`config.mk`:
```
export PLATFORM = sky130hd
export DESIGN_NAME = traffic_safety_monitor
export DESIGN_NICKNAME = d
export VERILOG_FILES = /design/src/rtl/traffic_safety_monitor.sv
export SDC_FILE = /design/constraint.sdc
export NUM_CORES = 1
export LEC_CHECK = 0
export BUFFER_PORTS_ARGS = -buffer_cell sky130_fd_sc_hd__buf_2
export CAP_MARGIN = 20
export CORE_ASPECT_RATIO = 0.75
export CORE_UTILIZATION = 39
export CTS_CLUSTER_SIZE = 20
export DETAILED_ROUTE_END_ITERATION = 10
export HOLD_SLACK_MARGIN = 0.06
export SLEW_MARGIN = 20
export SYNTH_ARGS = -nofsm -noshare
export SYNTH_HDL_FRONTEND = slang
export SYNTH_SLANG_ARGS = --single-unit
```
`constraint.sdc`:
```
create_clock -name clk -period 6.3 [get_ports clk]
set_input_delay 0.315 -clock clk [delete_from_list [all_inputs] [get_ports clk]]
set_output_delay 0.315 -clock clk [all_outputs]
set_load 0.02 [all_outputs]
```
`src/rtl/traffic_safety_monitor.sv`:
```
// Safety interlock between the junction light controller and the lamp drivers.
// Forwards lamp codes with one register of latency, or latches a fault and flashes all-red.
module traffic_safety_monitor #(
    parameter int MIN_YELLOW = 2,
    parameter int WATCHDOG   = 15,
    parameter int CNT_W      = 4
) (
    input  logic             clk,
    input  logic             reset,
    input  logic             tick,
    input  logic [2:0]       M1_in,
    input  logic [2:0]       M2_in,
    input  logic [2:0]       MT_in,
    input  logic [2:0]       S_in,
    input  logic             clear,
    output logic [2:0]       M1,
    output logic [2:0]       M2,
    output logic [2:0]       MT,
    output logic [2:0]       S,
    output logic             fault,
    output logic [2:0]       fault_code
);

    localparam logic [2:0] RED  = 3'b100;
    localparam logic [2:0] YEL  = 3'b010;
    localparam logic [2:0] GRN  = 3'b001;
    localparam logic [2:0] DARK = 3'b000;
    localparam logic [CNT_W-1:0] YMIN   = CNT_W'(MIN_YELLOW);
    localparam logic [CNT_W-1:0] WD_LIM = CNT_W'(WATCHDOG);

    logic [2:0]       cur [4];
    logic [2:0]       prev_code [4];
    logic [2:0]       lamp_p1 [4];
    logic [CNT_W-1:0] ycnt [4];
    logic [CNT_W-1:0] wdcnt;
    logic             phase;

    logic       bad_code, bad_step, short_y, any_change, all_red;
    logic       side_conflict, turn_conflict, clear_ok;
    logic [2:0] viol;

    function automatic logic [CNT_W-1:0] sat_inc(input logic [CNT_W-1:0] v);
        return (v == '1) ? v : v + 1'b1;
    endfunction

    function automatic logic legal_code(input logic [2:0] c);
        return (c == RED) || (c == YEL) || (c == GRN);
    endfunction

    function automatic logic legal_step(input logic [2:0] p, input logic [2:0] c);
        return (p == c) || (p == GRN && c == YEL) || (p == YEL && c == RED) || (p == RED && c == GRN);
    endfunction

    assign cur[0] = M1_in;
    assign cur[1] = M2_in;
    assign cur[2] = MT_in;
    assign cur[3] = S_in;

    assign side_conflict = (cur[3] != RED) && ((cur[0] != RED) || (cur[1] != RED) || (cur[2] != RED));
    assign turn_conflict = (cur[2] != RED) && (cur[1] != RED);

    always_comb begin
        bad_code   = 1'b0;
        bad_step   = 1'b0;
        short_y    = 1'b0;
        any_change = 1'b0;
        all_red    = 1'b1;
        for (int ch = 0; ch < 4; ch++) begin
            if (!legal_code(cur[ch])) bad_code = 1'b1;
            if (!legal_step(prev_code[ch], cur[ch])) bad_step = 1'b1;
            if (prev_code[ch] == YEL && cur[ch] == RED && ycnt[ch] < YMIN) short_y = 1'b1;
            if (cur[ch] != prev_code[ch]) any_change = 1'b1;
            if (cur[ch] != RED) all_red = 1'b0;
        end
        // Lowest cause code wins when several checks trip together
        viol = 3'd0;
        if (bad_code)             viol = 3'd1;
        else if (side_conflict)   viol = 3'd2;
        else if (turn_conflict)   viol = 3'd3;
        else if (bad_step)        viol = 3'd4;
        else if (short_y)         viol = 3'd5;
        else if (wdcnt == WD_LIM) viol = 3'd6;
    end

    assign clear_ok = fault && clear && all_red;

    // Output register stage: pass-through, fault entry, flashing, or clear
    always_ff @(posedge clk) begin
        if (reset || clear_ok) begin
            for (int ch = 0; ch < 4; ch++) begin
                lamp_p1[ch]   <= RED;
                prev_code[ch] <= RED;
                ycnt[ch]      <= '0;
            end
            wdcnt      <= '0;
            phase      <= 1'b0;
            fault      <= 1'b0;
            fault_code <= 3'd0;
        end else if (fault) begin
            if (tick) begin
                phase <= ~phase;
                for (int ch = 0; ch < 4; ch++) lamp_p1[ch] <= phase ? DARK : RED;
            end
        end else if (viol != 3'd0) begin
            fault      <= 1'b1;
            fault_code <= viol;
            phase      <= 1'b1;
            for (int ch = 0; ch < 4; ch++) lamp_p1[ch] <= RED;
        end else begin
            for (int ch = 0; ch < 4; ch++) begin
                lamp_p1[ch]   <= cur[ch];
                prev_code[ch] <= cur[ch];
                if (prev_code[ch] == GRN && cur[ch] == YEL) ycnt[ch] <= '0;
                else if (tick && cur[ch] == YEL)          ycnt[ch] <= sat_inc(ycnt[ch]);
            end
            if (any_change) wdcnt <= '0;
            else if (tick)  wdcnt <= sat_inc(wdcnt);
        end
    end

    assign M1 = lamp_p1[0];
    assign M2 = lamp_p1[1];
    assign MT = lamp_p1[2];
    assign S  = lamp_p1[3];

endmodule
```
==> reports/results.env <==
NUMBER_OF_CELLS_TRAVERSED_BY_THE_WORST_HOLD_PATH=2
CLOCK.FMAX_MHz=315
CP.ARRIVAL_NS=3.12
SYNTH_SEQUENTIAL_AREA_RATIO_PCT=47.6
FINAL_NET_COUNT=328
CTS.HTREE.LEVELS=2
CTS-RESIZED-GATES=0
CLOCK_PATH_BUFFERS=2
GLOBAL_ROUTE_WIRE_LENGTH_BEFORE_REPAIR_UM=11100
VIA_PER_INST=5.52
LAYOUT_COMMON_CELLS='40 x sky130_fd_sc_hd__edfxtp_1, 31 x sky130_fd_sc_hd__buf_2, 20 x sky130_fd_sc_hd__nand3_1'
AREA_DELTA_SYNTH_FINAL_PCT=11.1
WORST_SETUP_HOLD_PATH_CLK_SLEW_NS=0.09
ROUTED_WIRE_LENGTH_PER_INSTANCE_UM=16.6
FIRST_ITERATION_DETAILED_ROUTING_DRC_COUNT=145
CLOCK_SINKS=49
SYNTH_WARNINGS=0
POST_SYNTHESIS_MUX_AREA_SHARE_PCT=0
VIA_COUNT_OF_THE_FIRST_GLOBAL_ROUTING_PASS=2102
EFFECTIVE_UTILIZATION_AT_FLOORPLAN_PCT=41.5
NETSWITCHINGPOWER_W=0.000160
NETSWITCHINGFRACTION_PCT=24.1
HOLD_WS_NS=0.278
DESIGN.PORTCOUNT=32
FRACTION_OF_FINAL_LAYOUT_CELLS_SIZED_BEYOND_DRIVE_STRENGTH_1_PCT=17.2
ANTENNA_CELL_COUNT=0
CP_MAX_FO=16
WL_UM=6750
DIEWIDTH_UM=102
WORST-R2R-CELL-COUNT=6
MAX_CAP_VIOLATIONS=0
POST_CTS.REPAIR.SETUP_BUFFERS=0
SETUP.WORST_PATH.END_CLASS='register'
VDD_IR_DROP_MAX_mV=0.0918
FINAL_CELL_AREA_UM2=3220
GRT_MAX_DEGREE=22
YOSYS.AREA_SHARE.SIMPLE_PCT=29.8
CTS_TREE='done'
MAXSLEWVIOLCOUNT=0
MAIN_COMBINATIONAL_CELL_FAMILY_BY_AREA_AFTER_SYNTHESIS='simple AND/OR/NAND/NOR gates'
CRITICAL_PATH_REQUIRED_NS=6.25
ROOT_BUFFER='sky130_fd_sc_hd__clkbuf_8'
PATH_CELLS='buf_2, nor3b_1, nand4_1, o21a_1, or4_4, nor4_4, nor2_1, inv_1'
TIMING_WORST_SLEW_PIN_VALUE_NS=0.842
LEAKAGE_nW=1.15
SYNTH-EDFF-COUNT=40
ANTENNA_VIOLATIONS_BEFORE_REPAIR=0
FIN_SETUP_TNS_NS=0
CELL_INTERNAL_PWR_W=0.000502
HOLD_CLASS='in -> reg'
FINAL-INSTANCE-COUNT-EXCL-FILL=406
FINAL_MIN_PERIOD_OVER_CLOCK_PERIOD_PCT=50.4
DRT_PASS1_ITERATIONS=4
GP_ROUTABILITY_CONGESTION=0.792
DP_CELLS=398
SYNTH_XOR_XNOR_AREA_SHARE_PCT=6.64
STARTPOINT_TYPE='input port'
CLOCK_LATENCY_NS=0.31
SYNTH_FF_TYPE='sky130_fd_sc_hd__edfxtp_1'
PLACED_AREA_UM2=3110
GR-TOTAL-OVERFLOW=0
DIE_AREA_UM2=7790
HOLD_BUFFERS_POST_CTS=0
GRT_SETUP_UNREPAIRED='no'
CORE_UM2=6990
SETUP_VIOL=0
VIAS=2242
FINAL.MIN_CLOCK_PERIOD_NS=3.17
MOSTFREQUENTLAYOUTCELL='sky130_fd_sc_hd__edfxtp_1'
DRT_DRC_VIOLATIONS_LEFT=0
DPL_WIRE_LENGTH_UM=4950
ANT_NETS=0
DIE-HEIGHT_UM=76.7
OUTCOME='finished clean'
CLOCK_SKEW_NS=0.0114
GR-USAGE-ALL-LAYERS_PCT=18.7
POST_SYNTH_FA_HA_MAJ_AREA_FRACTION_PCT=2.16
SLEW_HEADROOM_PCT=43.4
CORE.ROWCOUNT=26
CLOCK_POWER_SHARE_PCT=34.2
CRITICAL-PATH-MAX-STAGE-DELAY_NS=0.65
SYNTHCELLS=282
POWER.DENSITY_CELL_AREA_nW_PER_UM2=205
POST_SYNTH_INSTANCE_AREA_UM2=2900
SEQPWRFRAC_PCT=55.4
SYNTH_COMPOUND_GATE_AREA_SHARE_PCT=10.0
MAPPEDNETLISTNETS=303
SYNTH.AVG_CELL_AREA_UM2=10.3
CRITPATHKIND='in -> reg'
SYNTH-SEQ-CELLS=49
CTS_INSERTED_BUFFERS=5
FINALHOLDVIOLCOUNT=0
PORT-BUFFER-COUNT=31
CRITPATHSLOWESTCELL='sky130_fd_sc_hd__nor4_4'
SYNTHDISTINCTLIBCELLS=52
COMBINATIONALPOWERSHARE_PCT=10.4
SYNTH_ASYNC_SR_FLOP_SHARE_PCT=0
## cell usage after synthesis, types with 3 or more instances
library cell	n	share of area (%)
sky130_fd_sc_hd__edfxtp_1	40	41
sky130_fd_sc_hd__nand3_1	20	3.4
sky130_fd_sc_hd__xnor2_1	18	5.4
sky130_fd_sc_hd__nor2_1	17	2.2
sky130_fd_sc_hd__nand2_1	16	2.1
sky130_fd_sc_hd__nor3_1	14	2.4
sky130_fd_sc_hd__o21ai_0	14	2.4
sky130_fd_sc_hd__a21oi_1	12	2.1
sky130_fd_sc_hd__and3_1	12	2.6
sky130_fd_sc_hd__or3_1	11	2.4
sky130_fd_sc_hd__dfxtp_1	9	6.2
sky130_fd_sc_hd__inv_1	8	1.0
sky130_fd_sc_hd__nor4bb_1	8	2.8
sky130_fd_sc_hd__nor3b_1	7	1.8
sky130_fd_sc_hd__nand4_1	6	1.3
sky130_fd_sc_hd__nor2b_1	6	1.3
sky130_fd_sc_hd__buf_2	5	0.86
sky130_fd_sc_hd__clkbuf_1	5	0.65
sky130_fd_sc_hd__ha_1	5	2.2
sky130_fd_sc_hd__xor2_1	4	1.2
sky130_fd_sc_hd__a21bo_1	3	1.0
sky130_fd_sc_hd__nand2b_1	3	0.65
sky130_fd_sc_hd__o21bai_1	3	0.78
## state kept, by name, summed over array words and instances, names as in the netlist
register	cells
ycnt	16
lamp_p1	12
fault	1
fault_code	3
prev_code	12
wdcnt	4
phase	1
## per-stage QoR
step	setup WS (ns)	utilization [%]	power (W)
after floorplan	3.50	-	0.000419
after global placement	2.92	44.5	0.000441
after detailed placement	2.87	44.5	0.000442
after CTS	3.20	46.0	0.000666
after global routing	2.95	46.1	0.000689
final	3.13	46.1	0.000662
## per-layer routing
layer  up-vias  global-route usage (%)  part of all wire [%]
met3         6                    3.65                   5.8
met2        53                    26.1                    42
met5         -                       0                     0
li1       1103                       -                     -
met4         0                    4.20                  0.90
met1      1080                    29.2                    51
## cell type report
type                       instances  area, um2
clock buffer                       6       72.6
fill                             684       3770
clock inverter                     2       35.0
sequential                        49       1380
timing repair buffer              32        163
multi-input combinational        211       1420
inverter                           8       30.0
tap                               98        123
## power by group through the flow
stage,clock network (W),registers (W),logic (W)
6_report,0.000226,0.000367,0.0000687
5_1_grt,0.000245,0.000368,0.0000760
4_1_cts,0.000231,0.000367,0.0000683
3_5_place_dp,0,0.000374,0.0000679
3_3_place_gp,0,0.000374,0.0000674
2_1_floorplan,0,0.000376,0.0000426
## worst max-delay path, delay by kind of cell
family | cells | cell delay (ns)
AOI/OAI and AO/OA | 1 | 0.22
and+or+nand+nor | 5 | 1.97
buffers and inverters | 2 | 0.60
## kinds of logic after synthesis
kind of cell | after synthesis
and+or+nand+nor | 141
DFF | 49
AOI/OAI and AO/OA | 43
xor gates and xnor gates | 22
buffers and inverters | 22
adders and majority gates | 5
## path summary, 6_finish.rpt
kind / start / end / slack, ns
max reg2reg: prev_code[1][2] / prev_code[2][1] / 3.35
min: reset / fault_code[0] / 0.28
max: MT_in[2] / prev_code[2][1] / 3.13
min reg2reg: fault_code[2] / fault_code[2] / 0.45
(Power assumes the default switching activity.)
